--- src/rtl/ase_hssi_mon_pkg.sv ---
// Shared types for the ASE HSSI event monitor: event type enum and record payload.
package ase_hssi_mon_pkg;

  // Record fields are sized for the largest supported configuration; the top
  // narrows them to its parameterised port widths.
  localparam int unsigned EV_CH_W  = 4;
  localparam int unsigned EV_LEN_W = 16;
  localparam int unsigned EV_TS_W  = 64;

  typedef enum logic [1:0] {
    EV_PKT      = 2'd0,
    EV_ERR      = 2'd1,
    EV_OVERSIZE = 2'd2,
    EV_DROP     = 2'd3
  } t_ev_type;

  typedef struct packed {
    logic [EV_CH_W-1:0]  ch;
    t_ev_type            ev_type;
    logic [EV_LEN_W-1:0] len;
    logic [EV_TS_W-1:0]  ts;
  } t_hssi_ev;

  // Error outranks oversize; a clean packet is a plain EV_PKT.
  function automatic t_ev_type classify(input logic err, input logic ovs);
    t_ev_type t;
    t = EV_PKT;
    if (err) begin
      t = EV_ERR;
    end else if (ovs) begin
      t = EV_OVERSIZE;
    end
    return t;
  endfunction

endpackage

--- src/rtl/ase_hssi_mon_fifo.sv ---
// First-word-fall-through record FIFO; head data reads as zero while empty.
module ase_hssi_mon_fifo
  import ase_hssi_mon_pkg::*;
#(
  parameter int unsigned DEPTH = 16
) (
  input  logic     clk,
  input  logic     rst,
  input  logic     wr_en,
  input  t_hssi_ev wr_data,
  input  logic     rd_en,
  output t_hssi_ev rd_data,
  output logic     full,
  output logic     empty
);

  localparam int unsigned AW = $clog2(DEPTH);

  t_hssi_ev      mem [DEPTH];
  logic [AW:0]   wr_ptr;
  logic [AW:0]   rd_ptr;
  logic          do_wr;
  logic          do_rd;

  assign empty = (wr_ptr == rd_ptr);
  assign full  = (wr_ptr[AW] != rd_ptr[AW]) && (wr_ptr[AW-1:0] == rd_ptr[AW-1:0]);
  assign do_rd = rd_en & ~empty;
  // A write into a full FIFO is accepted when a read frees a slot the same cycle.
  assign do_wr = wr_en & (~full | do_rd);

  always_ff @(posedge clk) begin
    if (rst) begin
      wr_ptr <= '0;
      rd_ptr <= '0;
    end else begin
      if (do_wr) wr_ptr <= wr_ptr + (AW+1)'(1);
      if (do_rd) rd_ptr <= rd_ptr + (AW+1)'(1);
    end
  end

  always_ff @(posedge clk) begin
    if (do_wr) mem[wr_ptr[AW-1:0]] <= wr_data;
  end

  assign rd_data = empty ? '0 : mem[rd_ptr[AW-1:0]];

endmodule

--- src/rtl/ase_hssi_event_monitor.sv ---
// Passive multi-channel HSSI stream monitor: per-channel packet measurement,
// one-entry pending slots, round-robin arbitration into a FWFT record FIFO.
module ase_hssi_event_monitor
  import ase_hssi_mon_pkg::*;
#(
  parameter  int unsigned NUM_CH        = 4,
  parameter  int unsigned MAX_PKT_BEATS = 256,
  parameter  int unsigned FIFO_DEPTH    = 16,
  parameter  int unsigned TS_W          = 32,
  localparam int unsigned CH_W          = (NUM_CH > 1) ? $clog2(NUM_CH) : 1,
  localparam int unsigned LEN_W         = $clog2(MAX_PKT_BEATS + 1)
) (
  input  logic              clk,
  input  logic              SoftReset,
  input  logic              mon_en,
  input  logic [NUM_CH-1:0] ch_valid,
  input  logic [NUM_CH-1:0] ch_ready,
  input  logic [NUM_CH-1:0] ch_last,
  input  logic [NUM_CH-1:0] ch_err,
  output logic              ev_valid,
  input  logic              ev_ready,
  output logic [CH_W-1:0]   ev_ch,
  output logic [1:0]        ev_type,
  output logic [LEN_W-1:0]  ev_len,
  output logic [TS_W-1:0]   ev_ts,
  output logic [15:0]       drop_cnt
);

  logic [TS_W-1:0]             ts_q;
  logic [NUM_CH-1:0]           form;
  logic [NUM_CH-1:0]           drop;
  logic [NUM_CH-1:0]           pend_vld;
  logic [NUM_CH-1:0]           gnt;
  t_hssi_ev [NUM_CH-1:0]       pend_rec;
  logic [CH_W-1:0]             rr_ptr;
  logic [CH_W-1:0]             gnt_idx;
  logic                        gnt_any;
  logic                        fifo_full;
  logic                        fifo_empty;
  t_hssi_ev                    head;
  logic [4:0]                  drop_n;
  logic [16:0]                 drop_sum;

  // Free-running timestamp, wraps naturally.
  always_ff @(posedge clk) begin
    if (SoftReset) ts_q <= '0;
    else           ts_q <= ts_q + TS_W'(1);
  end

  for (genvar i = 0; i < NUM_CH; i++) begin : g_ch
    logic             in_pkt;
    logic             ign;
    logic             err_q;
    logic             ovs_q;
    logic [LEN_W-1:0] cnt_q;
    logic             beat;
    logic             track;
    logic             at_max;
    logic             err_n;
    logic             ovs_n;
    logic [LEN_W-1:0] cnt_n;
    logic             pend_vld_q;
    t_hssi_ev         pend_q;
    t_hssi_ev         new_rec;

    assign beat   = ch_valid[i] & ch_ready[i];
    // Packets that began while disabled are skipped to their last beat.
    assign track  = beat & ~ign & (in_pkt | mon_en);
    assign at_max = (cnt_q == LEN_W'(MAX_PKT_BEATS));
    assign cnt_n  = at_max ? cnt_q : cnt_q + LEN_W'(1);
    assign ovs_n  = ovs_q | at_max;
    assign err_n  = err_q | ch_err[i];
    assign form[i] = track & ch_last[i];

    always_comb begin
      new_rec         = '0;
      new_rec.ch      = EV_CH_W'(i);
      new_rec.ev_type = classify(err_n, ovs_n);
      new_rec.len     = EV_LEN_W'(cnt_n);
      new_rec.ts      = EV_TS_W'(ts_q);
    end

    always_ff @(posedge clk) begin
      if (SoftReset) begin
        in_pkt <= 1'b0;
        ign    <= 1'b0;
        cnt_q  <= '0;
        err_q  <= 1'b0;
        ovs_q  <= 1'b0;
      end else if (track) begin
        if (ch_last[i]) begin
          in_pkt <= 1'b0;
          cnt_q  <= '0;
          err_q  <= 1'b0;
          ovs_q  <= 1'b0;
        end else begin
          in_pkt <= 1'b1;
          cnt_q  <= cnt_n;
          err_q  <= err_n;
          ovs_q  <= ovs_n;
        end
      end else if (beat) begin
        ign <= ~ch_last[i];
      end
    end

    // A slot granted this cycle frees up in time to take a new record.
    always_ff @(posedge clk) begin
      if (SoftReset) begin
        pend_vld_q <= 1'b0;
        pend_q     <= '0;
      end else if (form[i] && (!pend_vld_q || gnt[i])) begin
        pend_vld_q <= 1'b1;
        pend_q     <= new_rec;
      end else if (gnt[i]) begin
        pend_vld_q <= 1'b0;
      end
    end

    assign drop[i]     = form[i] & pend_vld_q & ~gnt[i];
    assign pend_vld[i] = pend_vld_q;
    assign pend_rec[i] = pend_q;
  end

  // Round-robin: first occupied slot at or after rr_ptr, only with FIFO space.
  always_comb begin
    int idx;
    gnt     = '0;
    gnt_idx = '0;
    gnt_any = 1'b0;
    idx     = 0;
    for (int k = 0; k < int'(NUM_CH); k++) begin
      idx = (int'(rr_ptr) + k) % int'(NUM_CH);
      if (!gnt_any && pend_vld[CH_W'(idx)]) begin
        gnt_any = 1'b1;
        gnt_idx = CH_W'(idx);
      end
    end
    if (fifo_full) gnt_any = 1'b0;
    if (gnt_any)   gnt[gnt_idx] = 1'b1;
  end

  always_ff @(posedge clk) begin
    if (SoftReset) begin
      rr_ptr <= '0;
    end else if (gnt_any) begin
      rr_ptr <= (gnt_idx == CH_W'(NUM_CH - 1)) ? '0 : gnt_idx + CH_W'(1);
    end
  end

  // Lost records accumulate by the number of colliding channels, saturating.
  always_comb begin
    drop_n = '0;
    for (int k = 0; k < int'(NUM_CH); k++) begin
      drop_n = drop_n + 5'(drop[k]);
    end
    drop_sum = 17'(drop_cnt) + 17'(drop_n);
  end

  always_ff @(posedge clk) begin
    if (SoftReset)                 drop_cnt <= '0;
    else if (drop_sum > 17'hFFFF)  drop_cnt <= 16'hFFFF;
    else                           drop_cnt <= drop_sum[15:0];
  end

  ase_hssi_mon_fifo #(
    .DEPTH (FIFO_DEPTH)
  ) u_fifo (
    .clk     (clk),
    .rst     (SoftReset),
    .wr_en   (gnt_any),
    .wr_data (pend_rec[gnt_idx]),
    .rd_en   (ev_ready),
    .rd_data (head),
    .full    (fifo_full),
    .empty   (fifo_empty)
  );

  assign ev_valid = ~fifo_empty;
  assign ev_ch    = CH_W'(head.ch);
  assign ev_type  = head.ev_type;
  assign ev_len   = LEN_W'(head.len);
  assign ev_ts    = TS_W'(head.ts);

endmodule
--- config.mk ---
export PLATFORM = sky130hd
export DESIGN_NAME = ase_hssi_event_monitor
export DESIGN_NICKNAME = d
export VERILOG_FILES = /design/src/rtl/ase_hssi_mon_pkg.sv /design/src/rtl/ase_hssi_mon_fifo.sv /design/src/rtl/ase_hssi_event_monitor.sv
export SDC_FILE = /design/constraint.sdc
export NUM_CORES = 1
export LEC_CHECK = 0
export ABC_AREA = 1
export BUFFER_PORTS_ARGS = -buffer_cell sky130_fd_sc_hd__buf_2
export CAP_MARGIN = 15
export CORE_MARGIN = 8
export CORE_UTILIZATION = 30
export DETAILED_ROUTE_END_ITERATION = 10
export HOLD_SLACK_MARGIN = 0.08
export PLACE_DENSITY = 0.43
export SYNTH_ARGS = -nofsm -noshare
export SYNTH_HDL_FRONTEND = slang
export SYNTH_HIERARCHICAL = 1
export SYNTH_SLANG_ARGS = --single-unit
--- constraint.sdc ---
create_clock -name clk -period 7 [get_ports clk]
set_input_delay 1.4 -clock clk [delete_from_list [all_inputs] [get_ports clk]]
set_output_delay 1.4 -clock clk [all_outputs]
set_load 0.05 [all_outputs]
### Yosys cells after proc, flatten, opt, wreduce, memory -nomap -nowiden

Memory sizes are Yosys's and may differ from the RTL's. A register that Yosys moved wholly into a read port is not among the register bits.
Index checks and enable logic that the tools add are counted.
Widths: inputs -> output; s select.

| storage, ports and cells | value |
|---|---|
| register bits | 291 |
| bits in writable memories | 1,376 |
| bits of input ports | 20 |
| memories kept | 1 |

| cells by class | value |
|---|---|
| add/sub/neg operators | 15 |
| $lt $le $gt $ge | 7 |
| equal/unequal tests | 8 |
| muxes and demuxes | 69 |
| bitwise logic cells | 57 |
| reductions and logical operators | 28 |

Memories:

| memory | depth | bits a word | rd ports | clocked after memory_dff | wr ports | RTL line | source |
|---|---|---|---|---|---|---|---|
| u_fifo.mem | 16 | 86 | 1 | 1 | 1 | ase_hssi_mon_fifo.sv:19 | `t_hssi_ev mem [DEPTH];` |

Operators with widths:

| cell | count |
|---|---|
| $bmux 86 s2 | 1 |
| $mux 86 | 1 |
| $mux 84 | 1 |
| $mux 9 | 8 |
| $add 9x1->9 const B | 4 |
| $eq 9x9->1 const B | 4 |
| $mux 1 | 36 |
| $add 32x1->32 const B | 1 |
| $and 1x1->1 | 26 |
| $mux 2 | 13 |
| $not 1->1 | 18 |
| $add 16x4->17 | 1 |
| $gt 17x16->1 const B | 1 |
| $lt 2x4->1 const B | 4 |
| $mux 16 | 1 |
| $or 1x1->1 | 13 |
| $mux 4 | 3 |
| $add 5x1->5 const B | 2 |
| $logic_and 1x1->1 | 9 |
| $bmux 1 s2 | 4 |
| $reduce_and 2->1 | 4 |
| $reduce_bool 2->1 | 4 |
| $logic_not 1->1 | 7 |
| $eq 5x5->1 | 1 |
| other kinds (12) | 17 |

### Logic depth before layout (Yosys ltp)

| logic depth | value |
|---|---|
| depth after elaboration | 26 |
| depth in mapped cells | 28 |

### By module

The synthesis kept the hierarchy.

Modules (own cells, without submodules):

| module | instances | cells each | area an instance (um2) |
|---|---|---|---|
| ase_hssi_mon_fifo | 1 | 4,216 | 55,066.6 |
| ase_hssi_event_monitor | 1 | 1,805 | 12,838.6 |

### Least setup slack after synthesis

OpenSTA, ideal clock, no wires.

| timing | value |
|---|---|
| path kind | input to register |
| start | in ev_ready |
| end | mem u_fifo/mem[0][0] (netlist bit), enable pin |
| setup time | 531 ps |
| data arrival time | 5,566 ps |
| data required time | 6,469 ps |
| path slack | 903 ps |
| cell stages on the path | 6 |
| buffers on the path | 0 |
| cell sequence | inv_1 > nand4_1 > nand2_1 > inv_1 > nand2_1 > nor2_1 |

| between the ends | value |
|---|---|
| cells in the longest elaborated chain, start to end | 5 |

Ends and longest elaborated chain:

| item | RTL line | source |
|---|---|---|
| start, declared | ase_hssi_event_monitor.sv:21 | `input logic ev_ready,` |
| $and 1x1->1 | ase_hssi_mon_fifo.sv:27 | `assign do_rd = rd_en & ~empty;` |
| $or 1x1->1 | ase_hssi_mon_fifo.sv:29 | `assign do_wr = wr_en & (~full \| do_rd);` |
| $and 1x1->1 | ase_hssi_mon_fifo.sv:29 |  |
| $mux 1 | ase_hssi_mon_fifo.sv:42 | `if (do_wr) mem[wr_ptr[AW-1:0]] <= wr_data;` |
| $mux 1 (implied by the code) | ase_hssi_mon_fifo.sv:42 |  |
| end, declared | ase_hssi_mon_fifo.sv:19 |  |

Every way passes these cells.

==> impl_metrics.tcl <==
set metrics [dict create \
    overflow 0 \
    design_area_mm2 0.0480 \
    outcome "finished, final reports clean" \
    clk_path_buf_depth 3 \
    syn_nets 4188 \
    first_iter_violations 2203 \
    worst_path_max_delay_cell "buf_4" \
    via_count 29391 \
    clock-sinks 1015 \
    place_worst_setup_slack_ps 1220 \
    holdBufCountCts 0 \
    cts_made_buffers 113 \
    first_pass_iters 5 \
    swShare_pct 39.9 \
    h-tree-depth 3 \
    rows 138 \
    postRouteWirelength_mm 125 \
    switching_power_mw 9.21 \
    post-cts-setup-buffers 0 \
    pwr_density_cell_mw_per_mm2 480 \
    holdPathStages 2 \
    skew_ps 47.7 \
    initial_core_util_pct 30.1 \
    clk_latency_ps 720 \
    syn2layout_area_growth_pct 13.2 \
    comb_power_share_pct 36.2 \
    finalHoldViolCount 0 \
    slowest_delay_ps 750 \
    critPathLaunchType "flip-flop" \
    drv_slew 0 \
    whs_ps 457 \
    placed_cell_area_mm2 0.0444 \
    synthCells 4148 \
    cts.reportedPaths.clkPinSlew_ps 60 \
    setup_viol 0 \
    hp-class "flip-flop to flip-flop" \
    grt_max_degree 186 \
    hold_path_end "g_ch[1].pend_q[82]" \
    grt_pass1_vias 28555 \
    drv_cap 0 \
    die_x_um 392 \
    die_h_um 392 \
    dp_hpwl_mm 67.8 \
    power.leakage_nw 16.1 \
    crit_chain "buf_4 -> buf_4 -> nor2_1 -> nor2_1 -> o21ai_0 -> o211ai_1 -> nand3_1 -> a21oi_1 -> buf_2" \
    crit_path_end_kind "output pin" \
    nets 4125 \
    drtAntennaViolNets 0 \
    stdcell_count 6070 \
    fin_crit_sh_pct 79.8 \
    min_from "g_ch[1].pend_q[82]" \
    via_per_inst 4.84 \
    rr_endpoint "drop_cnt[14]" \
    cts_tree "built" \
    cts_resized 0 \
    gp_congestion 0.741 \
    period_minus_slack_ps 5580 \
    rsz0062_at_grt "no" \
    r2r_setup_slack_ps 2060 \
    clock-root-buffer "clkbuf_16" \
    wl_per_cell_um 20.7 \
    timing.rr.start "rr_ptr[0]" \
    relSlewSlack_pct 26.1 \
    vdd_drop_max_mv 0.355 \
    criticalPathCategory "flip-flop to output pin" \
    layout_commonest_cell "nor2_1" \
    layout-drive-gt1-share_pct 9.67 \
    finalWorstSetupSlack_ps 1420 \
    gr-usage-all-layers_pct 15.9 \
    final_cell_mix "nor2_1, edfxtp_1, o21ai_0, dfxtp_1, nand2_1" \
    antenna_found_initial 5 \
    p_int_mw 13.9 \
    cp_max_fo 74 \
    pwr-share-clk_pct 25.2 \
    clock.fmax_mhz 179 \
    drc 0 \
    num_io_pins 82 \
    arrival_ps 4180 \
    worstRegToRegCells 26 \
    io_buffers 81 \
    setup_tns_ps 0 \
    yosys_warnings 6 \
    avgSynthCellArea_um2 10.2 \
    core-area_mm2 0.141 \
    placed_cells 5859 \
    die_area_mm2 0.154 \
    sequentialPowerShare_pct 38.6 \
    netlist_area_mm2 0.0424 \
    grt_pass1_wl_mm 188 \
    cp_data_required_time_ps 5600 \
    worst_pin_slew_ps 1110 \
]
==> power by group through the flow <==
| stage | Sequential, mW | Combinational [mW] | Clock [mW] |
|---|---|---|---|
| 6_report | 8.89 | 8.35 | 5.82 |
| 5_1_grt | 8.95 | 9.14 | 6.20 |
| 4_1_cts | 8.90 | 8.47 | 5.97 |
| 3_5_place_dp | 9.02 | 8.45 | 0 |
| 3_3_place_gp | 9.02 | 8.45 | 0 |
| 2_1_floorplan | 8.93 | 5.24 | 0 |
==> critical path, delay by kind of cell, from the launching register on <==
kind                   cells  cell delay (ps)
buffers and inverters      3             1720
DFF                        1              730
and+or+nand+nor            3              290
AOI/OAI and AO/OA          3              640
==> registers in the layout, indices dropped and copies added (netlist names), named ones only <==
| signal | cells |
|---|---|
| g_ch.pend_vld_q | 4 |
| drop_cnt | 16 |
| rr_ptr | 2 |
| g_ch.err_q | 4 |
| u_fifo/mem | 720 |
| ts_q | 32 |
| g_ch.ovs_q | 4 |
| g_ch.pend_q | 175 |
| g_ch.cnt_q | 36 |
| u_fifo/wr_ptr | 5 |
| u_fifo/rd_ptr | 5 |
| g_ch.in_pkt | 4 |
| g_ch.ign | 4 |
==> layout make-up <==
class | count | area, um^2
Inverter | 159 | 619
Sequential cell | 1015 | 27500
Clock buffer | 141 | 3030
Antenna cell | 2 | 5.00
Fill cell | 14339 | 93000
Timing Repair Buffer | 165 | 1110
Tap cell | 1890 | 2360
Clock inverter | 67 | 599
Multi-Input combinational cell | 2631 | 12800
==> per-layer routing <==
metal | global-route usage (%) | up-vias | wire length [um]
met3 | 2.38 | 171 | 4460
li1 | - | 14217 | -
met4 | 3.49 | 0 | 2470
met5 | 0 | - | 0
met1 | 22.5 | 14498 | 60900
met2 | 25.8 | 505 | 57600
==> stage by stage <==
stage          total power [mW]  util (%)
6_report                   23.1      34.0
5_1_grt                    24.3      34.0
4_1_cts                    23.3      34.0
3_5_place_dp               17.5      31.5
3_3_place_gp               17.5      31.5
2_1_floorplan              14.2         -
==> worst max-delay path by stage <==
| stage | startpoint | to | slack, ps | cells past startpoint |
|---|---|---|---|---|
| 2_1_floorplan | ch_valid[2] | drop_cnt[10] | 2330 | 16 |
| 3_3_place_gp | mon_en | drop_cnt[14] | 1280 | 18 |
| 3_5_place_dp | mon_en | drop_cnt[14] | 1220 | 18 |
| 4_1_cts | flip-flop | ev_ts[17] | 1320 | 9 |
| 5_1_grt | flip-flop | ev_ts[17] | 1170 | 9 |
| 6_report | flip-flop | ev_ts[17] | 1420 | 9 |
No activity file was read; power rests on OpenSTA's default activity.
